$ cat config.mk
export PLATFORM = sky130hd
export DESIGN_NAME = intdiv_abs_seq
export DESIGN_NICKNAME = d
export VERILOG_FILES = /design/src/rtl/intdiv_abs_seq.sv
export SDC_FILE = /design/constraint.sdc
export NUM_CORES = 1
export LEC_CHECK = 0
export ABC_AREA = 1
export BUFFER_PORTS_ARGS = -buffer_cell sky130_fd_sc_hd__buf_2
export CORE_MARGIN = 1
export CORE_UTILIZATION = 43
export CTS_CLUSTER_SIZE = 40
export DETAILED_ROUTE_END_ITERATION = 12
export PLACE_DENSITY_LB_ADDON = 0.1
export SETUP_SLACK_MARGIN = 0.4
export SYNTH_ARGS = -nofsm -noshare
export SYNTH_HDL_FRONTEND = slang
export SYNTH_SLANG_ARGS = --single-unit
export TNS_END_PERCENT = 30
$ cat constraint.sdc
create_clock -name clk -period 1.8 [get_ports clk]
set_input_delay 0.27 -clock clk [delete_from_list [all_inputs] [get_ports clk]]
set_output_delay 0.27 -clock clk [all_outputs]
set_load 0.01 [all_outputs]
$ cat src/rtl/intdiv_abs_seq.sv
// intdiv_abs_seq: digit-serial SD2 absolute value and sign of a redundant remainder, MSD first
module intdiv_abs_seq #(
  parameter int N = 8
) (
  input  logic           clk,
  input  logic           rst_n,
  input  logic           start,
  input  logic [N-1:0]   ps,
  input  logic [N-1:0]   tr,
  output logic           busy,
  output logic           done,
  output logic [2*N-1:0] res,
  output logic [1:0]     sign
);
  localparam int CW = (N > 1) ? $clog2(N) : 1;
  localparam logic [1:0] POS1 = 2'b10, NEG1 = 2'b01, ZERO_1 = 2'b00;
  typedef enum logic [1:0] {IDLE, RUN, DONE} state_t;
  state_t state, state_nx;
  logic [N-1:0] ps_q, tr_q;
  logic [CW-1:0] cnt;
  logic [1:0] d, dn, dig, sign_nx;
  logic accept, last;
  always_comb begin
    accept = (state != RUN) && start;
    last = cnt == '0;
    d = {ps_q[cnt], tr_q[cnt]};
    // both redundant zeros collapse to ZERO_1 so 2'b11 never reaches res/sign
    dn = (d[1] ^ d[0]) ? d : ZERO_1;
    dig = (sign == ZERO_1) ? ((dn != ZERO_1) ? POS1 : ZERO_1) :
          (sign == POS1) ? dn : {dn[0], dn[1]};
    sign_nx = (sign == ZERO_1) ? dn : sign;
    state_nx = accept ? RUN : (state == RUN) ? (last ? DONE : RUN) : IDLE;
  end
  always_ff @(posedge clk) begin
    if (!rst_n) begin
      state <= IDLE;
      ps_q <= '0;
      tr_q <= '0;
      cnt <= '0;
      res <= '0;
      sign <= ZERO_1;
    end else begin
      state <= state_nx;
      if (accept) begin
        ps_q <= ps;
        tr_q <= tr;
        cnt <= CW'(N - 1);
        res <= '0;
        sign <= ZERO_1;
      end else if (state == RUN) begin
        res[{cnt, 1'b0} +: 2] <= dig;
        sign <= sign_nx;
        cnt <= last ? cnt : cnt - 1'b1;
      end
    end
  end
  assign busy = state == RUN;
  assign done = state == DONE;
endmodule

==> key figures, run 1 <==
Status
  – Outcome: finished with violations
  – Failing checks: negative setup slack

Clock network
  – CTS sink count: 39
  – CTS clk-pin slew, worst paths: 80 ps
  – Worst-Skew Late Latency: 290 ps
  – Root buf cell: clkbuf_8
  – CTS max path bufs: 2
  – Cts bufs inserted: 5
  – TritonCTS clock tree: built
  – CTS H-tree depth: 2

Placement
  – Number of I/O port buffers: 38
  – Placed cell areas: 2280 um^2
  – Hpwl dp: 2990 um
  – Final RePlAce weighted congestion: 0.760
  – Cell total after placement: 342

Worst hold path
  – Min-delay src: tr[5]
  – Hold WC Path Type: in2reg
  – Hold Crit Depth: 3
  – Hold EP: tr_q[5]

Detailed routing
  – Drt total wl: 4200 um
  – Post-route ant nets: 0
  – DRC: 0
  – Drt wl/cell: 11.9 um
  – Drt pass-1 iters: 4
  – Via Count: 1720
  – First-iteration detailed-routing DRC count: 67
  – Vias per cell: 4.87

STA
  – Slew Limit Headroom: 81.3%
  – Fmax: 0.524 GHz
  – Clock skew: 7.70 ps
  – Tightest Pin Transition: 281 ps
  – Tcrit/Tclk final: 106%
  – Fin. Hold Viols: 0
  – Setup-failing EPs final: 10
  – Slew Limit Fails: 0
  – Minimum clock period: 1910 ps
  – Setup ws final: -109 ps
  – RSZ-0062 raised after global routing: true

Pwr
  – Combinational share of power: 32.8%
  – Maximum vdd drop: 476 uV
  – Clk pwr share: 26.0%
  – P_leak: 0.00110 uW
  – Int Pwr: 1550 uW
  – Net switching power: 778 uW
  – Sw Share: 33.5%
  – Total power: 2320 uW
  – Power Dens Cells: 918 nW/um^2
  – Sequential power share: 41.2%

Logic synthesis
  – Syn Nets: 273
  – Synthesized instance count: 246
  – Synthesized flop and latch total: 39
  – Register area share after synthesis: 39.6%
  – Commonest register cell after synthesis: dfxtp_1
  – Mapped cell area: 1970 um^2
  – Syn. warnings: 0
  – Number of unique standard cell types used by synthesis: 32
  – Mean post-synth cell area: 8.02 um^2
  – Post-synth EDFFs: 0
  – Cell accounting for the most synthesized area: dfxtp_1
  – Synth area leaders: dfxtp_1 40%, nor2_1 11%, ha_1 5.1%
  – Async S/R FF share, synth: 0%
  – Synth top area share: 39.6%

Final layout
  – Layout area overhead: 28.4%
  – Share of layout cells above drive strength 1: 41.5%
  – Final instance area: 2530 um^2
  – Non-Filler Instances: 353
  – # nets final: 327
  – Antenna diodes: 0

Die
  – Num rows: 24
  – Die span in x: 69.7 um
  – Initial cell density of the core: 45.0%
  – Top Ports: 39
  – Core area: 4380 um^2
  – Die Area: 4860 um^2
  – Die Span Y: 69.7 um

Setup path
  – Critical path cell sequence: buf_4 > o21ai_1 > o22ai_1 > nand2_1 > o21ai_4 > inv_2 > ha_1 > inv_1 > nand2_1 > nand2_4 > nor2_4 > nand4_1 > a21oi_1
  – Cell depth of the worst setup path: 13
  – Worst R2R End: res[7]
  – CP bufs+invs: 3
  – Maximum fanout along the worst path: 6
  – Largest delay share family, worst path: simple AND/OR/NAND/NOR gates
  – FF-to-FF Start: cnt[0]
  – Crit path arrival time: 2130 ps
  – Crit path launch type: flip-flop
  – Slowest cell on crit path: dfxtp_4
  – CP Data Required Time: 2030 ps
  – Slowest stage delay, CP: 370 ps
  – Critical Path Most Common Cell: nand2_1
  – Reg2Reg Setup Slack: -110 ps
  – Crit end category: flip-flop
  – CP Class: reg2reg
  – Reg2Reg Depth: 13

GRT
  – Gr usage total: 18.6%
  – Initial antenna violation count: 0
  – Largest net degree at the start of global routing: 20
  – Vias in the first global route: 1563
  – First-pass GRT wire length: 7090 um
  – Gr ovfl total: 0

Run
  – MaxCap Viol Count: 0
-- flip-flops by register name (all words and copies together) (netlist names) --
name and count:
cnt 3, ps_q 8, res 16, sign 2, state 2, tr_q 8
-- routing by layer --
metal  share of wire, %  GRT usage (%)
met1                 52           25.8
met5                  0              0
met3                3.6           4.65
met4                2.4           9.33
met2                 42           26.6
-- cells in the mapped netlist (3+ instances only) --
master   instances
a21oi_2          7
nor2_4           5
o21ai_0         20
ha_1             8
nor2_1          56
nand4_1          4
o21ai_1         17
inv_1           11
o21ai_2          8
nand3_2          3
nand2_1         15
dfxtp_1         39
a21oi_1         12
nand3_1          7
inv_2           12
-- worst max path at each step --
stage                       from      to  slack (ps)
after global placement    cnt[0]  res[7]        -140
after global routing      cnt[0]  res[7]        -270
final                     cnt[0]  res[7]        -110
after detailed placement  cnt[1]  res[3]        -200
after floorplan           cnt[0]  res[3]           5
after CTS                 cnt[0]  res[7]        -100
-- repair_timing --
action / CTS / global route
setup buffers: 3 / 0
pin swaps: 10 / 15
setup endpoints to repair: 23 / 23
gates cloned: 0 / 0
resized for setup: 12 / 19
hold buffers: 0 / 0
-- logic make-up after synthesis --
logic type / Yosys count / share of synthesized area [%]
compound gates: 66 / 19.7
flops: 39 / 39.6
buf+inv: 32 / 7.87
fa+ha+maj: 8 / 5.08
simple gates: 101 / 27.7
-- metrics by stage --
stage	util, %	hold WS (ps)	setup WS, ps	TNS, ps
3_3_place_gp	52.0	470	-139	-759
4_1_cts	56.0	218	-102	-577
2_1_floorplan	-	434	5.13	0
6_report	57.7	221	-109	-685
3_5_place_dp	52.0	484	-203	-1410
5_1_grt	57.7	241	-267	-2810
-- layout by cell type, fill, tap and decap left out --
cell type,netlist,final
ha_1,8,5
nor2_1,56,52
nor2_8,2,2
o21ai_2,8,6
clkinv_2,0,1
ha_4,0,3
inv_2,12,12
nor3b_4,0,1
a21oi_2,7,10
o21ai_1,17,18
inv_1,11,10
clkbuf_8,0,6
dfxtp_4,0,2
nand3_4,1,1
nand4_1,4,4
o21ai_0,20,19
nand2_2,1,2
nand2_1,15,13
nor2_2,1,2
buf_2,2,38
nand2_4,2,3
nor2_4,5,8
nand3_2,3,4
nand3_1,7,6
nand4_2,1,1
a21oi_1,12,9
inv_4,1,2
clkbuf_1,2,1
o22ai_1,2,2
buf_6,1,2
inv_8,1,1
o21ai_4,0,2
buf_4,1,14
dfxtp_1,39,37
nor3_4,1,2
-- power groups by stage --
stage | clock, uW | sequential (uW) | combinational, uW
global route | 662 | 964 | 845
CTS | 626 | 957 | 691
floorplan | 0 | 970 | 430
detailed placement | 0 | 977 | 604
finish | 603 | 958 | 763
global placement | 0 | 976 | 601
-- worst register-to-register path, delay by kind of cell (launching register included) --
family / cells / cell delay, ps
buffers and inverters: 3 / 250
adder cells (fa/ha/maj): 1 / 190
AND/OR/NAND/NOR: 5 / 600
AO/OA/AOI/OAI: 4 / 450
flip-flops: 1 / 370
-- cell type report --
cell class | instances | area [um^2]
Inverter | 25 | 106
Sequential cell | 39 | 788
Clock buffer | 7 | 86.3
Clock inverter | 1 | 5.00
Fill cell | 423 | 1850
Multi-Input combinational cell | 175 | 1160
Tap cell | 52 | 65.1
Timing Repair Buffer | 54 | 318
Power figures use the tool's default switching activity.
==> run 2: changes to the inputs <==
--- a/config.mk
+++ b/config.mk
@@ -6,11 +6,11 @@
 export NUM_CORES = 1
 export LEC_CHECK = 0
 export ABC_AREA = 1
-export BUFFER_PORTS_ARGS = -buffer_cell sky130_fd_sc_hd__buf_2
 export CORE_MARGIN = 1
 export CORE_UTILIZATION = 43
 export CTS_CLUSTER_SIZE = 40
 export DETAILED_ROUTE_END_ITERATION = 12
+export DONT_BUFFER_PORTS = 1
 export PLACE_DENSITY_LB_ADDON = 0.1
 export SETUP_SLACK_MARGIN = 0.4
 export SYNTH_ARGS = -nofsm -noshare
==> run 2 against run 1 <==
Net effect: the run still ends with negative setup slack left; non-clock buffer count down 33; clock power up 23%; sequential power up 0.4%; combinational power down 0.7%; via count down 7.0%; die area unchanged; largest cell class unchanged; first-iteration DRC count up 78%; maximum frequency down 3.9%; worst hold slack worse by 110 ps; critical path depth down 1; clock skew down 3.4 ps; sequential cell count unchanged.
==> key figures, run 2 (synthesis gave the netlist of run 1 again) <==
Die
  – Initial cell density of the core: 45.0% (unchanged)
  – Core area: 4380 um^2 (unchanged)
  – Die span in x: 69.7 um (unchanged)
  – Die Span Y: 69.7 um (unchanged)
  – Num rows: 24 (unchanged)
  – Top Ports: 39 (unchanged)
  – Die Area: 4860 um^2 (unchanged)

Setup path
  – CP Class: reg2reg
  – CP Data Required Time: 2030 ps (about the same)
  – Maximum fanout along the worst path: 6 (unchanged)
  – Crit path launch type: flip-flop
  – Crit path arrival time: 2210 ps (+80 ps)
  – Crit end category: flip-flop

Detailed routing
  – Drt pass-1 iters: 4 (unchanged)
  – First-iteration detailed-routing DRC count: 119 (+78%)
  – Via Count: 1600 (-7.0%)
  – Post-route ant nets: 0 (unchanged)
  – Vias per cell: 5.00 (+2.6%)
  – Drt wl/cell: 12.7 um (+7.0%)
  – Drt total wl: 4080 um (-3.0%)
  – DRC: 0 (unchanged)

Final layout
  – Flip-flop count of the largest register after layout: 16 (unchanged)
  – Non-Filler Instances: 320 (-9.3%)
  – Most flops, register: res
  – Share of layout cells above drive strength 1: 36.6% (-5.0 points)
  – Layout area overhead: 22.9%
  – # nets final: 294 (-10%)
  – Final instance area: 2420 um^2 (-4.3%)
  – Layout fillers: 421 (-0.47%)
  – Most frequent cells in the layout: 51 x nor2_1, 37 x dfxtp_1, 20 x o21ai_0
  – Top flop regs: res: 16 flops, ps_q: 8 flops, tr_q: 8 flops
  – Commonest non-fill, non-tap cell in the layout: nor2_1
  – Antenna diodes: 0 (unchanged)

Clock network
  – Root buf cell: clkbuf_8
  – CTS H-tree depth: 2 (unchanged)
  – TritonCTS clock tree: built
  – Cts bufs inserted: 5 (unchanged)
  – CTS max path bufs: 2 (unchanged)
  – CTS clk-pin slew, worst paths: 70 ps (about the same)
  – CTS sink count: 39 (unchanged)
  – Worst-Skew Late Latency: 290 ps (about the same)

GRT
  – Gr usage total: 18.6% (about the same)
  – Largest net degree at the start of global routing: 20 (unchanged)
  – Initial antenna violation count: 0 (unchanged)
  – First-pass GRT wire length: 7250 um (+2.3%)
  – Vias in the first global route: 1583 (+1.3%)
  – Gr ovfl total: 0 (unchanged)

STA
  – Slew Limit Fails: 0 (unchanged)
  – Setup ws final: -186 ps (-76.7 ps)
  – Setup-failing EPs final: 16 (+6)
  – RSZ-0062 raised after global routing: true
  – Fin. Hold Viols: 0 (unchanged)
  – Minimum clock period: 1990 ps (+76.7 ps)
  – Clock skew: 4.29 ps (-3.42 ps)
  – Slew Limit Headroom: 75.2% (-6.1 points)
  – Tcrit/Tclk final: 110% (+4.3 points)
  – Tightest Pin Transition: 371 ps (+90.3 ps)
  – Fmax: 0.504 GHz (-3.9%)

Status
  – Failing checks: negative setup slack
  – Outcome: finished with violations

Placement
  – Final RePlAce weighted congestion: 0.759 (-0.18%)
  – Pre-CTS setup slack: -214 ps (-11.1 ps)
  – Placed cell areas: 2090 um^2 (-8.3%)
  – Hpwl dp: 2970 um (-0.61%)
  – Cell total after placement: 304 (-11%)
  – Number of I/O port buffers: 0 (-100%)

Worst hold path
  – Hold WC Path Type: in2reg

Pwr
  – P_leak: 0.000964 uW (-13%)
  – Total power: 2460 uW (+5.9%)
  – Maximum vdd drop: 422 uV (-11%)
  – Power Dens Cells: 1020 nW/um^2 (+11%)

Run
  – MaxCap Viol Count: 0 (unchanged)
-- run 2: layout make-up --
class	instances	area [um^2]	area share (%)
clock inverter	2	35.0	1.45
inverter	25	109	4.49
timing repair buffer	21	173	7.12
multi-input combinational	175	1170	48.4
sequential	39	786	32.4
tap	52	65.1	2.68
clock buffer	6	82.6	3.41
-- run 2: stage by stage --
stage          utilization, %  setup TNS (ps)  hold WS, ps
3_3_place_gp             47.7           -1380          410
3_5_place_dp             47.7           -2130          413
5_1_grt                  55.3           -3900          102
2_1_floorplan               -               0          434
6_report                 55.3           -2270          107
4_1_cts                  53.7           -2850         97.2
-- run 2: repair_timing --
action,in CTS,in global routing
pin swaps,15,15
setup buffers,7,1
hold endpoints to repair,0,0
resized for setup,22,17
setup endpoints to repair,23,23
hold buffers,0,0
-- run 2: routing by layer --
layer	wire length (um)	GRT usage [%]	part of all wire (%)	up-vias
li1	-	-	-	858
met1	2110	25.8	52	701
met2	1720	27.3	42	36
met3	213	5.09	5.2	5
met4	37	7.33	0.91	0
met5	0	0	0	-
-- run 2: worst max-delay path, cell delays in order, from the launching register on --
cell and delay, ps:
dfxtp_4 350, buf_6 130, inv_6 60, buf_6 110, o21ai_1 50, o21ai_1 100, inv_1 90, o21ai_4 200
ha_4 220, nor3b_4 160, nor2_4 120, nand4_1 160, a21oi_2 170
-- run 2: report_power, final --
part / internal (uW) / switching, uW / leakage [uW] / total (uW)
Combinational: 330 / 429 / 0.000582 / 758
Sequential: 916 / 46.2 / 0.000320 / 962
Clock: 448 / 294 / 0.0000612 / 742
Total: 1690 / 768 / 0.000964 / 2460
-- run 2: path summary, 6_finish.rpt --
path,from,to,slack [ps],cells past startpoint
max reg2reg,cnt[0],res[7],-190,12
min reg2reg,tr_q[7],tr_q[7],490,2
min,rst_n,ps_q[5],110,2
max,cnt[0],res[7],-190,12
==> run 3: changes to the inputs <==
--- a/config.mk
+++ b/config.mk
@@ -6,6 +6,7 @@
 export NUM_CORES = 1
 export LEC_CHECK = 0
 export ABC_AREA = 1
+export CORE_ASPECT_RATIO = 2
 export CORE_MARGIN = 1
 export CORE_UTILIZATION = 43
 export CTS_CLUSTER_SIZE = 40
==> run 3 against run 2 <==
Net effect: the run still ends with negative setup slack left; maximum frequency up 3.7%; via count rose by 2.6%; non-clock buffer count is 4 lower; clock-buffer cell count up 1; global-route usage increased by 1.1 points; design area decreased by 4.6%; worst hold slack improved by 3.9 ps; register-to-register slack gained 70 ps; sequential share of layout area is 1.7 points higher; power decreased by 8.9%; clock skew hardly changed; largest cell class unchanged; highest routed layer unchanged.
==> key figures, run 3 (synthesis gave the netlist of run 1 again) <==
Clock network
  – CTS sink count: 39 (unchanged)
  – CTS clk-pin slew, worst paths: 80 ps (about the same)
  – TritonCTS clock tree: built
  – Cts bufs inserted: 5 (unchanged)
  – CTS max path bufs: 2 (unchanged)
  – Root buf cell: clkbuf_8
  – Worst-Skew Late Latency: 290 ps (about the same)
  – CTS H-tree depth: 2 (unchanged)

STA
  – RSZ-0062 raised after global routing: true
  – Clock skew: 4.67 ps (+0.386 ps)
  – Fmax: 0.522 GHz (+3.7%)
  – Setup-failing EPs final: 8 (-8)
  – Fin. Hold Viols: 0 (unchanged)
  – Minimum clock period: 1920 ps (-70.4 ps)
  – Slew Limit Headroom: 75.2% (about the same)
  – Tightest Pin Transition: 372 ps (+0.458 ps)
  – Tcrit/Tclk final: 106% (-3.9 points)
  – Setup ws final: -115 ps (+70.4 ps)
  – Slew Limit Fails: 0 (unchanged)

Setup path
  – Slowest cell on crit path: dfxtp_4
  – CP Data Required Time: 2030 ps (about the same)
  – Largest delay share family, worst path: simple AND/OR/NAND/NOR gates
  – Crit path arrival time: 2140 ps (-70 ps)
  – CP Class: reg2reg
  – Crit end category: flip-flop
  – CP bufs+invs: 3 (-1)
  – Critical path cell sequence: buf_6 > o21ai_2 > o22ai_1 > nand2_1 > o21ai_2 > inv_2 > ha_2 > inv_1 > nand2_1 > nand2_2 > nor2_4 > nand4_1 > a21oi_1
  – Crit path launch type: flip-flop
  – Maximum fanout along the worst path: 6 (unchanged)
  – Reg2Reg Setup Slack: -120 ps (+70 ps)
  – Slowest stage delay, CP: 380 ps (+30 ps)

Pwr
  – Sequential power share: 43.2% (+4.1 points)
  – Net switching power: 760 uW (-1.1%)
  – P_leak: 0.000915 uW (-5.1%)
  – Power Dens Cells: 970 nW/um^2 (-4.5%)
  – Sw Share: 33.9% (+2.7 points)
  – Maximum vdd drop: 655 uV (+55%)
  – Int Pwr: 1480 uW (-12%)
  – Combinational share of power: 31.2% (+0.4 points)
  – Clk pwr share: 25.6% (-4.5 points)

GRT
  – Largest net degree at the start of global routing: 20 (unchanged)
  – Gr ovfl total: 0 (unchanged)
  – Initial antenna violation count: 0 (unchanged)
  – First-pass GRT wire length: 7300 um (+0.68%)
  – Gr usage total: 19.7% (+1.1 points)
  – Vias in the first global route: 1651 (+4.3%)

Die
  – Die Span Y: 97.8 um (+40%)
  – Die span in x: 49.9 um (-28%)
  – Initial cell density of the core: 45.0% (about the same)
  – Num rows: 34 (+42%)
  – Core area: 4380 um^2 (about the same)
  – Die Area: 4880 um^2 (+0.34%)
  – Top Ports: 39 (unchanged)

Final layout
  – Flip-flop count of the largest register after layout: 16 (unchanged)
  – Layout area overhead: 17.2%
  – Antenna diodes: 0 (unchanged)
  – Util after Layout: 52.7% (-2.5 points)
  – Share of layout cells above drive strength 1: 33.3% (-3.2 points)
  – # nets final: 290 (-1.4%)
  – Top flop regs: res: 16 flops, ps_q: 8 flops, tr_q: 8 flops
  – Commonest non-fill, non-tap cell in the layout: nor2_1
  – Most flops, register: res
  – Most frequent cells in the layout: 51 x nor2_1, 37 x dfxtp_1, 20 x o21ai_0

Detailed routing
  – Drt pass-1 iters: 4 (unchanged)
  – Drt total wl: 4240 um (+3.9%)
  – Post-route ant nets: 0 (unchanged)
  – Vias per cell: 5.16 (+3.2%)
  – DRC: 0 (unchanged)
  – Via Count: 1641 (+2.6%)
  – Drt wl/cell: 13.3 um (+4.6%)
  – First-iteration detailed-routing DRC count: 18 (-85%)

Run
  – MaxCap Viol Count: 0 (unchanged)

Placement
  – Hpwl dp: 3300 um (+11%)
  – Final RePlAce weighted congestion: 0.904 (+19%)
  – Number of I/O port buffers: 0 (unchanged)
  – Pre-CTS setup slack: -213 ps (+1.31 ps)

Worst hold path
  – Hold WC Path Type: in2reg

Status
  – Failing checks: negative setup slack
  – Outcome: finished with violations
run 3: metrics by stage:
step / cell area, um^2 / TNS [ps] / hold slack [ps] / instances / power, uW
after floorplan: 1980 / 0 / 434 / 246 / 1400
after global routing: 2310 / -2780 / 100 / 318 / 2400
after global placement: 2100 / -1270 / 410 / 307 / 1560
after CTS: 2270 / -575 / 96.1 / 317 / 2240
after detailed placement: 2100 / -1700 / 413 / 307 / 1560
final: 2310 / -500 / 111 / 318 / 2240
run 3: path summary, 6_finish.rpt:
check | to | cells after the start | from
setup / recovery | res[3] | 13 | cnt[0]
hold / removal | ps_q[0] | 2 | rst_n
setup reg to reg | res[3] | 13 | cnt[0]
hold reg to reg | ps_q[5] | 2 | ps_q[5]
run 3: repair_timing:
action | CTS | global route
gates resized for setup | 19 | 9
setup endpoints to repair | 23 | 22
pin swaps | 11 | 10
hold buffers | 0 | 0
setup buffers | 2 | 1
run 3: power by group through the flow:
| stage | Sequential, uW | Clock (uW) | Combinational (uW) |
|---|---|---|---|
| after floorplan | 970 | 0 | 430 |
| after global placement | 984 | 0 | 575 |
| after detailed placement | 987 | 0 | 577 |
| after CTS | 967 | 598 | 670 |
| after global routing | 976 | 639 | 781 |
| final | 969 | 573 | 700 |
run 3: routing by layer:
layer  part of all wire [%]  track usage, %  up-vias
li1                       -               -      843
met2                     58            37.5       45
met5                      0               0        -
met1                     35            18.0      740
met4                    4.2            11.4        0
met3                    3.4            4.36       13
run 3: layout make-up:
type,instances,area [um^2]
multi-input combinational,175,1130
fill,436,2070
sequential,39,788
inverter,25,106
clock inverter,1,5.00
clock buffer,7,76.3
tap,54,67.6
timing repair buffer,17,135
